--- src/rtl/pipe_hazard_ctrl_if.sv ---
// Hazard-control bundle between the IF/ID pipeline datapath and the
// hazard sequencer. The datapath side uses the master modport; the
// sequencer uses the slave modport.
interface pipe_hazard_ctrl_if #(
    parameter int CNT_W = 16
);
    // Hazard sources presented by the pipeline
    logic [4:0]       id_rs1_i;
    logic [4:0]       id_rs2_i;
    logic             id_use_rs2_i;
    logic             ex_memread_i;
    logic [4:0]       ex_rd_i;
    logic             branch_taken_i;
    logic             imem_ready_i;

    // Pipeline controls and status returned by the sequencer
    logic             pc_write_o;
    logic             ifid_hold_o;
    logic [1:0]       ifid_branch_o;
    logic             idex_bubble_o;
    logic             fetch_err_o;
    logic [CNT_W-1:0] stall_cnt_o;
    logic [CNT_W-1:0] flush_cnt_o;

    modport master (
        output id_rs1_i, id_rs2_i, id_use_rs2_i, ex_memread_i, ex_rd_i,
               branch_taken_i, imem_ready_i,
        input  pc_write_o, ifid_hold_o, ifid_branch_o, idex_bubble_o,
               fetch_err_o, stall_cnt_o, flush_cnt_o
    );

    modport slave (
        input  id_rs1_i, id_rs2_i, id_use_rs2_i, ex_memread_i, ex_rd_i,
               branch_taken_i, imem_ready_i,
        output pc_write_o, ifid_hold_o, ifid_branch_o, idex_bubble_o,
               fetch_err_o, stall_cnt_o, flush_cnt_o
    );
endinterface

--- src/rtl/pipe_hazard_ctrl.sv ---
// IF/ID pipeline sequencer: arbitrates load-use stalls, taken-branch
// redirects and instruction-fetch wait states, and keeps saturating
// stall/flush performance counters plus a sticky fetch-timeout flag.
// Control outputs are Mealy so they act in the same cycle as the event.
module pipe_hazard_ctrl #(
    parameter int LOAD_USE_CYCLES = 1,
    parameter int FETCH_TIMEOUT   = 64,
    parameter int CNT_W           = 16
) (
    input  logic              clk_i,
    input  logic              rst_i,
    pipe_hazard_ctrl_if.slave bus
);

    typedef enum logic [1:0] {
        ST_RUN        = 2'd0,
        ST_LU_STALL   = 2'd1,
        ST_FETCH_WAIT = 2'd2
    } state_e;

    // Load-use counter only needs to hold LOAD_USE_CYCLES-1 (at most 2)
    localparam int                LU_W     = 2;
    localparam logic [LU_W-1:0]   LU_INIT  = LU_W'(LOAD_USE_CYCLES - 1);
    localparam int                WAIT_W   = $clog2(FETCH_TIMEOUT + 1);
    localparam logic [WAIT_W-1:0] WAIT_MAX = WAIT_W'(FETCH_TIMEOUT);
    localparam logic [CNT_W-1:0]  CNT_MAX  = '1;

    state_e            state_q, state_d;
    logic [LU_W-1:0]   lu_cnt_q, lu_cnt_d;
    logic [WAIT_W-1:0] wait_cnt_q, wait_cnt_d;
    logic              err_q, err_d;
    logic [CNT_W-1:0]  stall_cnt_q, stall_cnt_d;
    logic [CNT_W-1:0]  flush_cnt_q, flush_cnt_d;

    logic lu_hit;
    logic ev_stall;
    logic ev_flush;
    logic ev_wait;

    // A load in EX feeding a source register of the instruction in ID;
    // x0 is never a real dependency.
    assign lu_hit = bus.ex_memread_i
                  & (bus.ex_rd_i != 5'd0)
                  & ((bus.ex_rd_i == bus.id_rs1_i)
                     | (bus.id_use_rs2_i & (bus.ex_rd_i == bus.id_rs2_i)));

    // Classify this cycle: load-use stall beats branch beats fetch wait.
    // Branches are ignored while stalling because their operands may come
    // from the pending load.
    always_comb begin
        ev_stall = (state_q == ST_LU_STALL) | lu_hit;
        ev_flush = !ev_stall & bus.branch_taken_i;
        ev_wait  = !ev_stall & !bus.branch_taken_i & !bus.imem_ready_i;
    end

    // State, counter and flag registers
    always_ff @(posedge clk_i) begin
        if (rst_i) begin
            state_q     <= ST_RUN;
            lu_cnt_q    <= '0;
            wait_cnt_q  <= '0;
            err_q       <= 1'b0;
            stall_cnt_q <= '0;
            flush_cnt_q <= '0;
        end else begin
            state_q     <= state_d;
            lu_cnt_q    <= lu_cnt_d;
            wait_cnt_q  <= wait_cnt_d;
            err_q       <= err_d;
            stall_cnt_q <= stall_cnt_d;
            flush_cnt_q <= flush_cnt_d;
        end
    end

    // Next-state logic: sequencing, wait timer, sticky error and counters
    always_comb begin
        state_d     = state_q;
        lu_cnt_d    = lu_cnt_q;
        wait_cnt_d  = wait_cnt_q;
        err_d       = err_q;
        stall_cnt_d = stall_cnt_q;
        flush_cnt_d = flush_cnt_q;

        case (state_q)
            ST_LU_STALL: begin
                // Count down the remaining stall cycles, inputs ignored
                lu_cnt_d = lu_cnt_q - 1'b1;
                if (lu_cnt_q == LU_W'(1)) begin
                    state_d = ST_RUN;
                end
            end
            default: begin
                // RUN and FETCH_WAIT share the same arbitration
                if (lu_hit) begin
                    wait_cnt_d = '0;
                    if (LOAD_USE_CYCLES > 1) begin
                        state_d  = ST_LU_STALL;
                        lu_cnt_d = LU_INIT;
                    end else begin
                        state_d = ST_RUN;
                    end
                end else if (ev_wait) begin
                    state_d = ST_FETCH_WAIT;
                    if (state_q != ST_FETCH_WAIT) begin
                        wait_cnt_d = WAIT_W'(1);
                    end else if (wait_cnt_q != WAIT_MAX) begin
                        wait_cnt_d = wait_cnt_q + 1'b1;
                    end
                end else begin
                    // Branch redirect or a good fetch: back to RUN
                    state_d    = ST_RUN;
                    wait_cnt_d = '0;
                end
            end
        endcase

        if (ev_wait && (wait_cnt_d >= WAIT_MAX)) begin
            err_d = 1'b1;
        end

        if ((ev_stall || ev_wait) && (stall_cnt_q != CNT_MAX)) begin
            stall_cnt_d = stall_cnt_q + 1'b1;
        end

        if (ev_flush && (flush_cnt_q != CNT_MAX)) begin
            flush_cnt_d = flush_cnt_q + 1'b1;
        end
    end

    // Mealy pipeline controls; reset forces a frozen PC and NOPs everywhere
    always_comb begin
        bus.pc_write_o    = 1'b1;
        bus.ifid_hold_o   = 1'b0;
        bus.ifid_branch_o = 2'd0;
        bus.idex_bubble_o = 1'b0;
        if (rst_i) begin
            bus.pc_write_o    = 1'b0;
            bus.ifid_branch_o = 2'd2;
            bus.idex_bubble_o = 1'b1;
        end else if (ev_stall) begin
            bus.pc_write_o    = 1'b0;
            bus.ifid_hold_o   = 1'b1;
            bus.idex_bubble_o = 1'b1;
        end else if (ev_flush) begin
            // PC loads the branch target, wrong-path fetch becomes a NOP
            bus.ifid_branch_o = 2'd2;
        end else if (ev_wait) begin
            // Invalid fetch data becomes a NOP while the PC waits
            bus.pc_write_o    = 1'b0;
            bus.ifid_branch_o = 2'd2;
        end
    end

    assign bus.fetch_err_o = err_q;
    assign bus.stall_cnt_o = stall_cnt_q;
    assign bus.flush_cnt_o = flush_cnt_q;

endmodule

--- src/flat_wrapper.sv ---
// flat-port wrapper written by rule: the top's interface ports become plain ports
module pipe_hazard_ctrl_flat 
#(
    parameter int LOAD_USE_CYCLES = 1,
    parameter int FETCH_TIMEOUT   = 64,
    parameter int CNT_W           = 16
)
  (clk_i, rst_i, bus_id_rs1_i, bus_id_rs2_i, bus_id_use_rs2_i, bus_ex_memread_i, bus_ex_rd_i, bus_branch_taken_i, bus_imem_ready_i, bus_pc_write_o, bus_ifid_hold_o, bus_ifid_branch_o, bus_idex_bubble_o, bus_fetch_err_o, bus_stall_cnt_o, bus_flush_cnt_o);
  pipe_hazard_ctrl_if #(.CNT_W(CNT_W)) bus_i ();
  input  logic clk_i;
  input  logic rst_i;
  input wire logic [$bits(bus_i.id_rs1_i)-1:0] bus_id_rs1_i;
  input wire logic [$bits(bus_i.id_rs2_i)-1:0] bus_id_rs2_i;
  input wire logic [$bits(bus_i.id_use_rs2_i)-1:0] bus_id_use_rs2_i;
  input wire logic [$bits(bus_i.ex_memread_i)-1:0] bus_ex_memread_i;
  input wire logic [$bits(bus_i.ex_rd_i)-1:0] bus_ex_rd_i;
  input wire logic [$bits(bus_i.branch_taken_i)-1:0] bus_branch_taken_i;
  input wire logic [$bits(bus_i.imem_ready_i)-1:0] bus_imem_ready_i;
  output wire logic [$bits(bus_i.pc_write_o)-1:0] bus_pc_write_o;
  output wire logic [$bits(bus_i.ifid_hold_o)-1:0] bus_ifid_hold_o;
  output wire logic [$bits(bus_i.ifid_branch_o)-1:0] bus_ifid_branch_o;
  output wire logic [$bits(bus_i.idex_bubble_o)-1:0] bus_idex_bubble_o;
  output wire logic [$bits(bus_i.fetch_err_o)-1:0] bus_fetch_err_o;
  output wire logic [$bits(bus_i.stall_cnt_o)-1:0] bus_stall_cnt_o;
  output wire logic [$bits(bus_i.flush_cnt_o)-1:0] bus_flush_cnt_o;
  assign bus_i.id_rs1_i = bus_id_rs1_i;
  assign bus_i.id_rs2_i = bus_id_rs2_i;
  assign bus_i.id_use_rs2_i = bus_id_use_rs2_i;
  assign bus_i.ex_memread_i = bus_ex_memread_i;
  assign bus_i.ex_rd_i = bus_ex_rd_i;
  assign bus_i.branch_taken_i = bus_branch_taken_i;
  assign bus_i.imem_ready_i = bus_imem_ready_i;
  assign bus_pc_write_o = bus_i.pc_write_o;
  assign bus_ifid_hold_o = bus_i.ifid_hold_o;
  assign bus_ifid_branch_o = bus_i.ifid_branch_o;
  assign bus_idex_bubble_o = bus_i.idex_bubble_o;
  assign bus_fetch_err_o = bus_i.fetch_err_o;
  assign bus_stall_cnt_o = bus_i.stall_cnt_o;
  assign bus_flush_cnt_o = bus_i.flush_cnt_o;
  pipe_hazard_ctrl #(.LOAD_USE_CYCLES(LOAD_USE_CYCLES), .FETCH_TIMEOUT(FETCH_TIMEOUT), .CNT_W(CNT_W)) u_core (.clk_i(clk_i), .rst_i(rst_i), .bus(bus_i));
endmodule
--- config.mk ---
export PLATFORM = sky130hd
export DESIGN_NAME = pipe_hazard_ctrl_flat
export DESIGN_NICKNAME = d
export VERILOG_FILES = /design/src/rtl/pipe_hazard_ctrl_if.sv /design/src/rtl/pipe_hazard_ctrl.sv /design/src/flat_wrapper.sv
export SDC_FILE = /design/constraint.sdc
export NUM_CORES = 1
export LEC_CHECK = 0
export CORE_MARGIN = 2
export CORE_UTILIZATION = 50
export CTS_BUF_LIST = sky130_fd_sc_hd__clkbuf_8
export DETAILED_ROUTE_END_ITERATION = 10
export HOLD_SLACK_MARGIN = 0.12
export PLACE_DENSITY = 0.82
export SLEW_MARGIN = 20
export SYNTH_ARGS = -nofsm -noshare
export SYNTH_HDL_FRONTEND = slang
export SYNTH_SLANG_ARGS = --single-unit
export TNS_END_PERCENT = 10
--- constraint.sdc ---
create_clock -name clk_i -period 2.57 [get_ports clk_i]
set_input_delay 0.257 -clock clk_i [delete_from_list [all_inputs] [get_ports clk_i]]
set_output_delay 0.257 -clock clk_i [all_outputs]
set_load 0.05 [all_outputs]
==> impl.org, run 1 <==
** STA
- Unrepaired setup endpoints after global routing :: no
- Worst Tran Pin Value :: 0.639 ns
- In the post-route analysis, the smallest setup slack over all paths is 0.139 ns.
- Clock skew on the completed layout was measured at 0.00763 ns.
- Worst hold slack across all endpoints :: 0.465 ns
- Final critical-path required period :: 2.43 ns
- Timing would allow up to 0.411 GHz.
- Setup TNS :: 0 ns
- Number of setup violations in the final report :: 0
- Remaining max-slew budget at the tightest pin :: 0.569
- The count of pins over their slew limit is 0.
- The total count of hold-check failures in the final report was 0.
- In the finished design, the share of the clock period the worst path needs comes to 0.946.

** Cells and area
- Final core utilization :: 0.687
- Of the cells placed in the final design, the portion with a size suffix greater than 1 is 0.103.
- The finished layout holds 372 standard cells, fillers aside.
- The layout has 349 filler cells.
- At the end of the flow, the number of nets in the layout was 344.
- Area growth syn-to-layout :: 34.5%
- Design Area, Final :: 2950 um2
- The number of antenna diodes in the final layout is 0.

** Floorplanning
- Chip Height :: 70.2 um
- The initialized floorplan defines 24 standard-cell rows.
- For this configuration, the core starts out at a cell density of 0.510.
- 59 I/O pins were placed.
- Core Region :: 4290 um2
- Chip width :: 70.2 um
- The die covers 4930 um2.

** Global route
- The initial antenna violation count was 0.
- In the global route stage, met3 resource usage came out at 0.0418.
- Across every metal layer, demand over resource in global routing totals 0.203.
- Met1 Resource Use GR :: 0.272
- Busiest grt layer :: met2
- First-pass GRT wire length :: 8270 um
- The via count of the first global-routing pass was 1799.
- Global routing usage on met2 :: 0.329
- Entering global routing, the biggest net connects 28 pins.
- The total overflow left after global routing is 0.

** Power and ir drop
- Combinational group share of total power :: 0.145
- Overall power after layout :: 1.23 mW
- VDD IR max :: 0.000343 V
- Lkg Pwr :: 0.977 nW
- Of the total power, registers draw 0.530.
- In this run the power spent charging and discharging nets is 0.326 mW.
- For this design the ratio of total power to cell area is 417 nW/um2.
- The share of total power dissipated in the clock network is 0.325.
- Switching part of the total :: 0.265
- Internal power consumption :: 0.905 mW

** Clocking
- The clock net in this run drives a total of 41 sinks.
- At the later pin of the worst-skew pair, clock insertion delay measures 0.29 ns.
- After clock tree synthesis, the clock-pin slew on the worst setup and hold paths is 0.07 ns.
- TritonCTS clock tree :: done
- The cell sitting at the root of the clock tree is a sky130_fd_sc_hd__clkbuf_8.
- CTS Buf Count :: 5
- Deepest clock path buffer count :: 2
- For this design, the CTS-stage hold fixing added 0 buffers.
- In this run the number of H-tree levels came out at 2.

** Critical path
- Startpoint kind of the worst setup timing path :: input pin
- For the worst setup path, the data required time is 2.31 ns.
- Across all register-to-register paths, the minimum setup slack is 0.48 ns.
- Capturing instance or port of the critical path :: bus_pc_write_o
- Crit path DAT :: 2.17 ns
- The worst setup path is of the in -> out kind.
- The critical path crosses 7 cells after its start point.
- Of all nets on the critical path, the largest fanout is 5.
- CP cell instances :: clkdlybuf4s50_1, or4_1, o21ai_2, nor2_1, or2_4, nor2b_2, buf_12
- The startpoint identified for the worst register-to-register timing path is u_core.bus.stall_cnt_o[2]$_SDFFE_PP0P_.
- The critical path contains buffers and inverters numbering 2 combined.
- In this design, the stage delay of the slowest critical-path cell is 0.57 ns.
- Crit-path slowest cell :: sky130_fd_sc_hd__or4_1
- Crit end category :: primary output
- Measured in cells, the most critical reg-to-reg path has a length of 6.
- Among cell families on the critical path, the largest total delay comes from simple AND/OR/NAND/NOR gates.
- Endpoint of the worst register-to-register path :: u_core.bus.stall_cnt_o[15]$_SDFFE_PP0P_
- The critical path starts at bus_ex_rd_i[0].

** Place
- After detailed placement, the total cell area comes to 2860 um2.
- Detailed-placement wirelength estimate :: 3810 um
- At the end of routability-driven placement, the weighted congestion stood at 0.790.
- Port buffering added 57 buffers.
- Pre-CTS setup slack :: -0.00384 ns
- In this run, placement finished with an instance count of 363.

** Synthesis
- The average instance in the mapped netlist occupies 8.50 um2.
- Library cells used by synthesis :: 46
- Total number of yosys warnings :: 0
- Synthesized Nets :: 283
- Of all flip-flops after synthesis, the portion carrying an async set or reset was 0.
- Number of instances in the synthesized netlist :: 258
- The share of the Yosys chip area taken by registers is 0.374.
- The synthesized netlist occupies a cell area of 2190 um2.
- Counting flops and latches in the post-synthesis netlist gives 41.
- For this run, the leading register cell type out of synthesis is sky130_fd_sc_hd__dfxtp_1.
- The synthesized design contains 0 enable-type register cells.

** Routing
- Antenna Violating Nets Remaining :: 0
- The routed layout has 2117 vias.
- After detailed routing, the number of vias per cell comes to 5.69.
- Total wire length :: 5170 um
- Number of violations reported at the end of detailed-routing iteration 0 :: 117
- Post-detailed-route DRC marker count :: 0
- In the final routed layout, each cell accounts on average for 13.9 um.
- The first TritonRoute pass finished after 4 iterations.

** Status
- The flow ran to the end, and the final reports show no timing, DRC or antenna violations.

** Job
- The tool flagged a number of max-cap violations equal to 0.

** Worst hold path
- The tightest min-delay check is of the reg -> reg type.
-- cell usage after synthesis (3+ instances only) --
cell	n	share of area
sky130_fd_sc_hd__dfxtp_1	41	0.37
sky130_fd_sc_hd__clkbuf_1	6	0.010
sky130_fd_sc_hd__and3_1	6	0.017
sky130_fd_sc_hd__nor2_1	18	0.031
sky130_fd_sc_hd__or3_1	8	0.023
sky130_fd_sc_hd__xor2_1	14	0.056
sky130_fd_sc_hd__nand2_1	12	0.021
sky130_fd_sc_hd__o31ai_1	14	0.048
sky130_fd_sc_hd__xnor2_1	3	0.012
sky130_fd_sc_hd__mux2_2	4	0.021
sky130_fd_sc_hd__nand3_1	15	0.034
sky130_fd_sc_hd__buf_2	4	0.0091
sky130_fd_sc_hd__nor2b_1	7	0.020
sky130_fd_sc_hd__or4_1	16	0.055
sky130_fd_sc_hd__ha_1	4	0.023
sky130_fd_sc_hd__o21ai_0	11	0.025
sky130_fd_sc_hd__inv_1	8	0.014
sky130_fd_sc_hd__a21oi_1	25	0.057
sky130_fd_sc_hd__nor3_1	3	0.0068
sky130_fd_sc_hd__nand4_1	5	0.014
-- layout by cell type, fill, tap and decap left out, drive strengths merged, types with 9 or more instances in the layout --
cell,netlist,layout
xor2,14,14
inv,8,9
dfxtp,41,41
buf,6,13
o31ai,14,14
clkdlybuf4s50,0,53
nor2,18,18
o21ai,12,12
nand3,15,15
a21oi,25,25
nand2,12,12
or4,16,16
-- layer usage --
layer	up-vias	routed length, um
met1	988	2340
li1	1073	-
met3	9	216
met4	0	70
met2	47	2550
met5	-	0
-- power groups by stage --
stage	clock, mW	combinational (mW)	sequential (mW)
6_report	0.401	0.178	0.652
4_1_cts	0.411	0.177	0.652
5_1_grt	0.434	0.191	0.653
2_1_floorplan	0	0.0823	0.684
3_5_place_dp	0	0.177	0.666
3_3_place_gp	0	0.172	0.666
-- sequential cells by signal (all words and copies together), names as in the netlist --
register                cells
u_core.bus.fetch_err_o      1
u_core.bus.flush_cnt_o     16
u_core.bus.stall_cnt_o     16
u_core.state_q              1
u_core.wait_cnt_q           7
-- layout make-up --
type | instances | area (um2) | share of cell area
sequential | 41 | 821 | 0.278
clock buffer | 5 | 68.8 | 0.0233
timing repair buffer | 66 | 666 | 0.226
clock inverter | 3 | 13.8 | 0.00467
tap | 52 | 65.1 | 0.0221
multi-input combinational | 197 | 1280 | 0.436
inverter | 8 | 30.0 | 0.0102
-- what timing repair did --
action                                  CTS  global route
endpoints found under the setup margin    0             1
resized for setup                         0             1
setup buffers                             0             1
-- cells by family after synthesis --
group	Yosys count	share of synthesized area
simple gates	106	0.277
compound gates	64	0.189
flops	41	0.374
buf+inv	20	0.0417
xor+xnor	17	0.0679
mux	5	0.0251
fa+ha+maj	4	0.0228
other cells	1	0.00171
-- worst min-delay path by stage --
stage	start	to	slack, ns	cells after the start
2_1_floorplan	u_core.state_q[1]$_SDFF_PP0_	u_core.wait_cnt_q[0]$_SDFF_PP0_	0.42	1
3_3_place_gp	u_core.state_q[1]$_SDFF_PP0_	u_core.wait_cnt_q[0]$_SDFF_PP0_	0.44	1
3_5_place_dp	u_core.state_q[1]$_SDFF_PP0_	u_core.wait_cnt_q[0]$_SDFF_PP0_	0.46	1
4_1_cts	u_core.state_q[1]$_SDFF_PP0_	u_core.wait_cnt_q[0]$_SDFF_PP0_	0.47	1
5_1_grt	u_core.bus.fetch_err_o$_SDFFE_PP0P_	u_core.bus.fetch_err_o$_SDFFE_PP0P_	0.49	2
6_report	u_core.state_q[1]$_SDFF_PP0_	u_core.wait_cnt_q[0]$_SDFF_PP0_	0.47	1
Power figures use the tool's default switching activity.
==> inputs of run 2 (changes only) <==
CORE_UTILIZATION = 45   (was 50)
PLACE_DENSITY = 0.78   (was 0.82)
clock period = 2.1 ns   (was 2.57 ns; I/O delays follow)
==> run 2 against run 1 <==
Against the previous run: cell count increased by 7.8%; highest routed layer unchanged; sequential share of layout area decreased by 1.1 points; first-iteration DRC count is 7.7% higher; sequential power increased by 22%; count of clock-buffer cells in the layout unchanged; the run now ends with setup timing left; final area up 7.9%.
==> impl.org, run 2 (synthesis gave the netlist of run 1 again) <==
** Routing
- The first detailed-routing pass took 4 iterations.
- Using the TritonRoute via totals, the vias-per-cell ratio works out to 5.47.
- Post-detailed-route DRC marker count :: 0
- The detailed router finished its first iteration with 126 violations.
- Antenna Violating Nets Remaining :: 0
- Vias post-DR :: 2195
- Total wire length :: 5310 um
- Routed wirelength normalized by instance count :: 13.2 um

** Global route
- Maximum number of pins on one net before global-route repair :: 26
- Number of antenna violations at the first check in global routing :: 0
- Grt ovf :: 0
- In the global route stage, overall resource usage came out at 0.198.
- The first global-routing pass estimated 8650 um of wire.
- The via count of the first global-routing pass is 1989.

** Place
- Final Wtd Congestion :: 0.797
- The count of buffers added on input and output ports is 57.
- After legalization and detailed placement, the total HPWL measured 3780 um.
- Standard cell area after detailed placement :: 3010 um2
- Including well taps, the total number of placed cells is 390.

** Job
- Across the run, the number of max-cap violations was 0.

** Clocking
- Count of hold buffers inserted by post-cts repair :: 0
- TritonCTS built the clock tree.
- Clock tree sinks :: 41
- Clock-pin slew was measured on the worst setup and hold paths at 0.08 ns.
- Number of levels in the clock H-tree :: 2
- Counting along the longest clock path gives a buffer depth of 2.
- Clock latency on the worst-skew pair, taken at its later pin, is 0.29 ns.
- Clock tree synthesis selected as its root buffer the cell sky130_fd_sc_hd__clkbuf_8.
- In this run, CTS created clock tree buffers numbering 5.

** STA
- Worst hold slack across all endpoints :: 0.455 ns
- Final Worst Setup Slack :: -0.0410 ns
- Number of setup violations in the final report :: 2
- At the pin with the least slew margin, the transition time is 0.508 ns.
- Final clock skew :: 0.0148 ns
- Final critical-path required period :: 2.14 ns
- Static timing analysis puts the maximum clock frequency at 0.467 GHz.
- Measured against its own limit, the worst slew margin works out to 0.661.
- Number of max-slew violations in the final report :: 0
- Unrepaired setup endpoints after global routing :: yes
- For the final routed database, the setup TNS stands at -0.0774 ns.
- Endpoints failing hold :: 0
- Fraction of the cycle the final worst path needs :: 1.02

** Floorplanning
- Site row count :: 25
- Area of the die :: 5450 um2
- For this configuration, the core starts out at a cell density of 0.464.
- Chip Height :: 73.8 um
- 59 I/O pins were placed.
- The floorplan step defined a core boundary enclosing 4720 um2.
- The die is 73.8 um wide.

** Cells and area
- Proportion of layout cells with a drive suffix above 1 :: 0.210
- The top cell types in the final layout, fill and taps aside, are sky130_fd_sc_hd__clkdlybuf4s50_1, sky130_fd_sc_hd__dfxtp_1, sky130_fd_sc_hd__a21oi_1.
- Most common cell after layout, fill and taps aside :: sky130_fd_sc_hd__clkdlybuf4s50_1
- The layout has 400 filler cells.
- Final instance count without filler cells :: 401
- Area growth syn-to-layout :: 45.2%
- The final layout contains 358 nets.
- Antenna cell count :: 0
- Design Area, Final :: 3180 um2

** Worst hold path
- Hold Path Class :: reg -> reg

** Status
- Violations in the final reports :: setup timing
- The flow ran to the end, but the final reports show violations.

** Critical path
- STA classifies the critical path endpoint as a primary output.
- Startpoint kind of the worst setup timing path :: input pin
- Data arrives at the worst endpoint at 1.93 ns.
- The critical path is of the in -> out type.
- CP max FO :: 4
- At the worst endpoint, the required time is 1.89 ns.

** Power and ir drop
- For this design the static power due to leakage is 1.11 nW.
- Overall power after layout :: 1.53 mW
- VDD sags by at most 0.000329 V.
- Cell area power density :: 482 nW/um2
run 2: area by class of cell:
cell class | count | area, um2 | area share
Inverter | 8 | 30.0 | 0.00943
Timing Repair Buffer | 80 | 792 | 0.249
Clock buffer | 5 | 68.8 | 0.0216
Sequential cell | 41 | 852 | 0.268
Clock inverter | 3 | 13.8 | 0.00432
Tap cell | 67 | 83.8 | 0.0263
Multi-Input combinational cell | 197 | 1340 | 0.422
run 2: final timing paths:
path	startpoint	endpoint	slack (ns)	depth (start not counted)
worst max-delay path	bus_id_rs2_i[4]	bus_idex_bubble_o	-0.04	8
worst min-delay path	u_core.state_q[1]$_SDFF_PP0_	u_core.wait_cnt_q[0]$_SDFF_PP0_	0.46	1
worst max register to register	u_core.bus.stall_cnt_o[2]$_SDFFE_PP0P_	u_core.bus.stall_cnt_o[5]$_SDFFE_PP0P_	0.14	7
worst min register to register	u_core.state_q[1]$_SDFF_PP0_	u_core.wait_cnt_q[0]$_SDFF_PP0_	0.46	1
run 2: power by group:
part / internal, mW / total, mW / switching, mW
clock network: 0.226 / 0.493 / 0.267
registers: 0.782 / 0.794 / 0.0119
logic: 0.116 / 0.245 / 0.129
total: 1.12 / 1.53 / 0.408
run 2: per-layer routing:
metal	global-route usage	wire length [um]	share of wire
met1	0.246	2450	0.46
met2	0.333	2570	0.48
met3	0.0439	199	0.037
met4	0.0687	97	0.018
met5	0	0	0
run 2: through the flow:
stage | worst slack [ns] | utilization
global placement | -0.366 | 0.638
floorplan | -0.0436 | -
CTS | -0.00726 | 0.665
finish | -0.0410 | 0.674
detailed placement | -0.404 | 0.638
global route | -0.144 | 0.674
run 2: critical path: stages:
cell,delay (ns)
sky130_fd_sc_hd__clkdlybuf4s50_1,0.47
sky130_fd_sc_hd__xor2_1,0.18
sky130_fd_sc_hd__nor4_2,0.07
sky130_fd_sc_hd__a32oi_2,0.33
sky130_fd_sc_hd__nor2_1,0.10
sky130_fd_sc_hd__or2_4,0.29
sky130_fd_sc_hd__buf_4,0.14
sky130_fd_sc_hd__buf_12,0.14
run 2: what timing repair did:
item,in CTS,in global routing
endpoints found under the setup margin,22,24
buffers inserted,3,0
gates resized for setup,14,10
pin swaps,5,2
